### src/rtl/da4dac_seq.sv
// da4dac_seq: round-robin scheduler sharing one 4-channel serial DAC core among four requesters.
// Define SEQ_TIMEOUT_EN to abort stalled handshakes and raise the sticky seqerr flag.
module da4dac_seq #(
    parameter logic [3:0]  CMD     = 4'b0011,
    parameter logic [15:0] TIMEOUT = 16'd200,
    parameter logic [3:0]  GAP     = 4'd2
) (
    input  logic        seqclk,
    input  logic        seqreset,
    input  logic [3:0]  seqreq,
    input  logic [47:0] seqdata,
    output logic [3:0]  seqack,
    output logic        seqbusy,
    output logic        seqerr,
    output logic        dacdav,
    input  logic        davdac,
    output logic [3:0]  daccmd,
    output logic [3:0]  dacaddr,
    output logic [11:0] dacdata,
    output logic [7:0]  dacaux
);
    typedef enum logic [1:0] {IDLE, SEND, RELEASE, GAPS} state_t;
    localparam state_t AFTER = (GAP == 4'd0) ? IDLE : GAPS;
    state_t state, state_n;
    logic [1:0] last, pick;
    logic [3:0] gcnt;
    logic abort;
    assign daccmd  = CMD;
    assign dacaux  = 8'h00;
    assign seqbusy = state != IDLE;
    // Walk downward so the nearest channel after last wins.
    always_comb begin
        pick = last;
        for (int i = 4; i >= 1; i--)
            if (seqreq[last + 2'(i)]) pick = last + 2'(i);
    end
`ifdef SEQ_TIMEOUT_EN
    logic [15:0] tcnt;
    assign abort = tcnt == TIMEOUT - 16'd1 && (state == SEND ? !davdac : state == RELEASE && davdac);
    always_ff @(posedge seqclk or posedge seqreset) begin
        if (seqreset) begin
            tcnt   <= '0;
            seqerr <= 1'b0;
        end else begin
            tcnt <= state_n != state ? 16'd0 : tcnt + 16'd1;
            if (abort) seqerr <= 1'b1;
        end
    end
`else
    assign abort  = TIMEOUT == 16'd0 && 1'b0;
    assign seqerr = 1'b0;
`endif
    always_comb begin
        state_n = state;
        case (state)
            IDLE:    state_n = |seqreq && !davdac ? SEND : IDLE;
            SEND:    state_n = davdac ? RELEASE : abort ? AFTER : SEND;
            RELEASE: state_n = !davdac || abort ? AFTER : RELEASE;
            GAPS:    state_n = gcnt == GAP - 4'd1 ? IDLE : GAPS;
            default: state_n = IDLE;
        endcase
    end
    always_ff @(posedge seqclk or posedge seqreset) begin
        if (seqreset) begin
            state   <= IDLE;
            last    <= 2'd3;
            gcnt    <= '0;
            dacdav  <= 1'b0;
            seqack  <= '0;
            dacaddr <= '0;
            dacdata <= '0;
        end else begin
            state  <= state_n;
            gcnt   <= state == GAPS ? gcnt + 4'd1 : 4'd0;
            seqack <= state == RELEASE && !davdac ? 4'b0001 << dacaddr[1:0] : 4'b0000;
            if (state == IDLE && state_n == SEND) begin
                last    <= pick;
                dacaddr <= {2'b00, pick};
                dacdata <= seqdata[12*pick +: 12];
                dacdav  <= 1'b1;
            end else if (state == SEND && state_n != SEND)
                dacdav <= 1'b0;
        end
    end
endmodule

### config.mk
export PLATFORM = sky130hd
export DESIGN_NAME = da4dac_seq
export DESIGN_NICKNAME = d
export VERILOG_FILES = /design/src/rtl/da4dac_seq.sv
export SDC_FILE = /design/constraint.sdc
export NUM_CORES = 1
export LEC_CHECK = 0
export CAP_MARGIN = 15
export CORE_ASPECT_RATIO = 0.6
export CORE_MARGIN = 1
export CORE_UTILIZATION = 40
export DETAILED_ROUTE_END_ITERATION = 6
export PLACE_DENSITY_LB_ADDON = 0.05
export RECOVER_POWER = 50
export REMOVE_ABC_BUFFERS = 1
export SETUP_SLACK_MARGIN = 0.5
export SLEW_MARGIN = 10
export SYNTH_ARGS = -nofsm -noshare
export SYNTH_HDL_FRONTEND = slang
export SYNTH_SLANG_ARGS = --single-unit
### constraint.sdc
create_clock -name seqclk -period 2.52 [get_ports seqclk]
set_input_delay 0.504 -clock seqclk [delete_from_list [all_inputs] [get_ports seqclk]]
set_output_delay 0.504 -clock seqclk [all_outputs]
set_load 0.03 [all_outputs]
Word-level counts from Yosys, hierarchy flattened
Cells that the tools add are included.
{"block": "classes", "mux": 18, "magnitude_cmp": 3, "n_addsub": 4, "shifts": 2, "n_reduce_logical": 9, "mul": 1, "eq_ne": 6}
{"operator": "$shiftx A48 B7 Y12", "n": 1}
{"operator": "$mux W2", "n": 5}
{"operator": "$lt A2 B3 Y1 const B", "n": 3}
{"operator": "$mux W4", "n": 2}
{"operator": "$pmux W2 S4", "n": 1}
{"operator": "$mux W1", "n": 7}
{"operator": "$bmux W1 S2", "n": 3}
{"operator": "$add A2 B2 Y2 const B", "n": 2}
{"operator": "$add A4 B1 Y4 const B", "n": 1}
{"operator": "$eq A2 B1 Y1 const B", "n": 2}
{"operator": "$eq A2 B2 Y1 const B", "n": 2}
{"operator": "$eq A4 B1 Y1 const B", "n": 1}
{"operator": "$logic_and A1 B1 Y1", "n": 4}
{"operator": "$mul A2 B2 Y4 const A", "n": 1}
{"operator": "$reduce_bool A2 Y1", "n": 2}
{"operator": "$reduce_or A4 Y1", "n": 1}
{"operator": "$shl A1 B2 Y4 const A", "n": 1}
{"operator": "$add A2 B1 Y2 const B", "n": 1}
{"operator": "$logic_not A2 Y1", "n": 1}
{"operator": "$ne A2 B1 Y1 const B", "n": 1}
{"operator": "$logic_not A1 Y1", "n": 1}
{"block": "totals", "regBits": 27, "output_inout_bits": 35, "in_bits": 55, "elab_cells": 50}

Longest topological paths before layout
{"block": "logic_depth", "ltp_word": 8, "mapped_depth": 7}

Worst setup path after synthesis
Ideal clock, no wire load.
{"block": "synth_timing", "path_kind": "flip-flop to flip-flop", "startpoint": "register last[1]", "endpoint": "register dacdata[10]", "arrival_time_ns": 1.832, "setup_slack_ns": 0.608, "synth_period_minus_slack_ns": 1.912, "required_ns": 2.440, "setup_time_ns": 0.080, "stages_incl_launch_ff": 8, "path_cell_list": "dfstp_2 buf_6 mux2i_1 nor2_1 a211oi_4 buf_6 mux2_1 o211ai_2"}
{"block": "synth_between", "elab_chain_cells": 8, "elab_cells_between_ends": 14}
{"element": "start: declaration", "line_no": "25", "text": "logic [1:0] last, pick;"}
{"element": "start signal: assignment", "line_no": "77", "text": "last <= pick;"}
{"element": "$add A2 B2 Y2", "line_no": "35", "text": "if (seqreq[last + 2'(i)]) pick = last + 2'(i);"}
{"element": "$bmux W1 S2", "line_no": "35"}
{"element": "$mux W1 (not written as such)", "line_no": "35"}
{"element": "$mux W2 (2 in a row)", "line_no": "35"}
{"element": "$mux W2 *", "line_no": "35"}
{"element": "$mul A2 B2 Y4 *", "line_no": "79", "text": "dacdata <= seqdata[12*pick +: 12];"}
{"element": "$shiftx A48 B7 Y12 *", "line_no": "79"}
{"element": "end signal: assignment", "line_no": "79"}
{"element": "end: declaration", "line_no": "19", "text": "output logic [11:0] dacdata,"}
Mark *: on every way between the ends. The rest lies on a longest branch, timed or not. The select of a mux whose other input is x is not followed.
A chain may end at the register's enable or synchronous reset.

Worst setup path in the final report
{"block": "layout_timing", "startpoint": "input port seqreq[1]", "endpoint": "register dacdata[1]"}
{"block": "layout_between", "elab_chain_cells": 7, "elab_cells_between_ends": 17}
{"element": "start: declaration", "line_no": "10", "text": "input logic [3:0] seqreq,"}
{"element": "$bmux W1 S2", "line_no": "35"}
{"element": "$mux W1 (not written as such)", "line_no": "35"}
{"element": "$mux W2 (3 in a row)", "line_no": "35"}
{"element": "$mul A2 B2 Y4", "line_no": "79"}
{"element": "$shiftx A48 B7 Y12", "line_no": "79"}
Several ways; a longest one is shown, not always the timed one. The select of a mux whose other input is x is not followed.

==> results.tsv <==
metric	value	unit
grt total ovfl	0	
Yosys warnings	0	
min Tclk post-route	1.949	ns
# Max-Cap Violations	0	
Arr. time, crit path	2.15	ns
Bufs on Longest Clock Path	2	
status	finished clean	
Leak	0.001094	uW
mapped cell area	1784	sq um
Crit. End Element	flop	
pwr dens	919.4	nW/um^2
gp weighted congestion	0.7478	
core area	4189	sq um
largest net degree at the start of global routing	31	
Layout fillers	363	
GRT Overall Usage	18.43	%
Final Slew Violations	0	
share of layout cells above drive strength 1	14.79	%
Layout Area Growth over Synthesis	46.84	%
Post-synth EDFFs	0	
Initial Util	42.59	%
initial antenna violation count	0	
nets	315	
num rows	18	
post-synthesis sequential area ratio	38.01	%
1st-pass router iterations	4	
Vias	1507	
async set-reset flop share out of synthesis	100.0	%
drt drc	0	
synth unique cells	32	
Sequential Area	679.4	sq um
CP Class	in2reg	
drt wl/cell	13.06	um
Worst Hold Class	reg2reg	
worst-path fanout max	30	
CTS tree	built	
Yosys reg bits	27	
vias per std cell	4.754	
total CTS buffers	3	
Slew @ Worst Pin	0.5661	ns
FMAX	513.0	MHz
Rel. slew slack	61.73	%
DRT Wirelength	4141	um
Post-Syn Instances	183	
Final setup viols	0	
vias in the first global route	1383	
die area	4741	sq um
I/O pin cnt	90	
CTS sink cnt	27	
die width	88.22	um
PortBufs	74	
n_diodes	0	
Final TNS setup	0	ns
post-layout util	62.54	%
RSZ-0062 raised after global routing	no	
first-pass GRT wire length	6637	um
clk_skew	0.003716	ns
DP HPWL	3068	um
Multi-input gate area	953.4	sq um
Reg clk slew, reported paths	0.09	ns
Final Cycle Share	77.36	%
ANT nets after route	0	
minimum hold slack	0.4956	ns
Req. time, crit path	2.72	ns
Synth Area per Inst	9.750	sq um
root buffer cell	clkbuf_8	
final hold violation count	0	
worst skew pair latency	0.27	ns
Setup crit start kind	input pin	
H-tree Lvls	1	
DIE HEIGHT	53.74	um
Synth Flop Type	dfrtp_1	
peak supply drop	0.0005434	V
initial DRC count	76	
[path summary, 6_finish.rpt]
kind	start	end	slack (ns)	cells past startpoint
min reg2reg	dacaddr[1]	seqack[1]	0.50	1
min in group asynchronous	seqreset	dacdata[10]	0.72	3
min	dacaddr[1]	seqack[1]	0.50	1
max in group asynchronous	seqreset	last[1]	1.49	3
max reg2reg	last[1]	dacdata[2]	0.64	6
max	seqreq[1]	dacdata[1]	0.57	8
[registers in the layout, summed over array words and instances (netlist names)]
signal,cells
dacdav,1
dacdata,12
state,2
dacaddr,2
gcnt,4
seqack,4
last,2
[synthesized netlist by cell type, types with 2 or more instances]
| master | number | share of area (%) |
|---|---|---|
| inv_1 | 5 | 1.1 |
| nor3_1 | 4 | 1.1 |
| nand3_1 | 26 | 7.3 |
| a21oi_1 | 5 | 1.4 |
| buf_4 | 18 | 7.6 |
| nor4_2 | 2 | 1.4 |
| mux2_2 | 6 | 3.8 |
| nand2b_1 | 3 | 1.1 |
| dfstp_2 | 2 | 2.9 |
| o211ai_2 | 12 | 8.4 |
| buf_2 | 3 | 0.84 |
| o21ai_0 | 2 | 0.56 |
| dfrtp_1 | 25 | 35 |
| buf_6 | 3 | 1.9 |
| ha_1 | 2 | 1.4 |
| conb_1 | 2 | 0.42 |
| mux2i_1 | 13 | 7.3 |
| clkbuf_1 | 2 | 0.42 |
| nand2_1 | 17 | 3.6 |
| mux2_1 | 6 | 3.8 |
| nor2_1 | 14 | 2.9 |
[where the power goes]
group | switching [uW] | leakage (uW) | internal, uW
combinational | 761 | 0.000735 | 640
clock | 134 | 0.0000255 | 111
sequential | 152 | 0.000333 | 612
[routing by layer]
layer | part of all wire (%) | track usage (%) | up-vias
met2 | 42 | 27.56 | 60
met1 | 51 | 27.23 | 691
li1 | - | - | 754
met3 | 7.1 | 4.448 | 2
met4 | 0.43 | 3.226 | 0
met5 | 0 | 0 | -
[metrics by stage]
stage          setup WS (ns)  power [uW]  std cells  area [sq um]
3_5_place_dp          0.2167        2190        313          2571
2_1_floorplan        -0.4543        1597        170          1642
5_1_grt               0.5056        2576        317          2620
6_report              0.5706        2409        317          2620
4_1_cts               0.5011        2436        317          2616
3_3_place_gp          0.2201        2176        313          2571
[cells by family after synthesis]
logic type	synth area share (%)
and+or+nand+nor	18.65
xor gates and xnor gates	0.9819
AOI/OAI and AO/OA	13.89
muxes	14.87
other	0.4209
DFF	38.01
buffers and inverters	11.78
adders and majority gates	1.402
[repair_timing]
item | in CTS | in global routing
setup buffers | 0 | 0
endpoints found under the setup margin | 1 | 14
pin swaps | 0 | 0
gates resized for setup | 1 | 3
hold buffers | 0 | 0
[critical path, stage by stage]
cell and delay (ns):
clkdlybuf4s50_1 0.54, nor4_2 0.07, buf_4 0.16, nor4_4 0.18
buf_12 0.22, nand3_1 0.09, mux2_1 0.31, o211ai_2 0.06
[placed cells by master, fill, tap and decap left out, types with 6 or more instances in the layout]
cell type / n
nand3_1: 26
mux2i_1: 13
clkdlybuf4s50_1: 70
dfrtp_1: 24
nand2_1: 17
conb_1: 15
mux2_2: 6
mux2_1: 6
nor2_1: 14
o211ai_2: 12
[cell type report]
cell class	instances	area share, %
inverter	5	0.7163
multi-input combinational	138	36.39
tap	60	2.865
timing repair buffer	83	32.33
sequential	27	25.93
clock inverter	1	0.1910
clock buffer	3	1.576
Power figures use the tool's default switching activity.
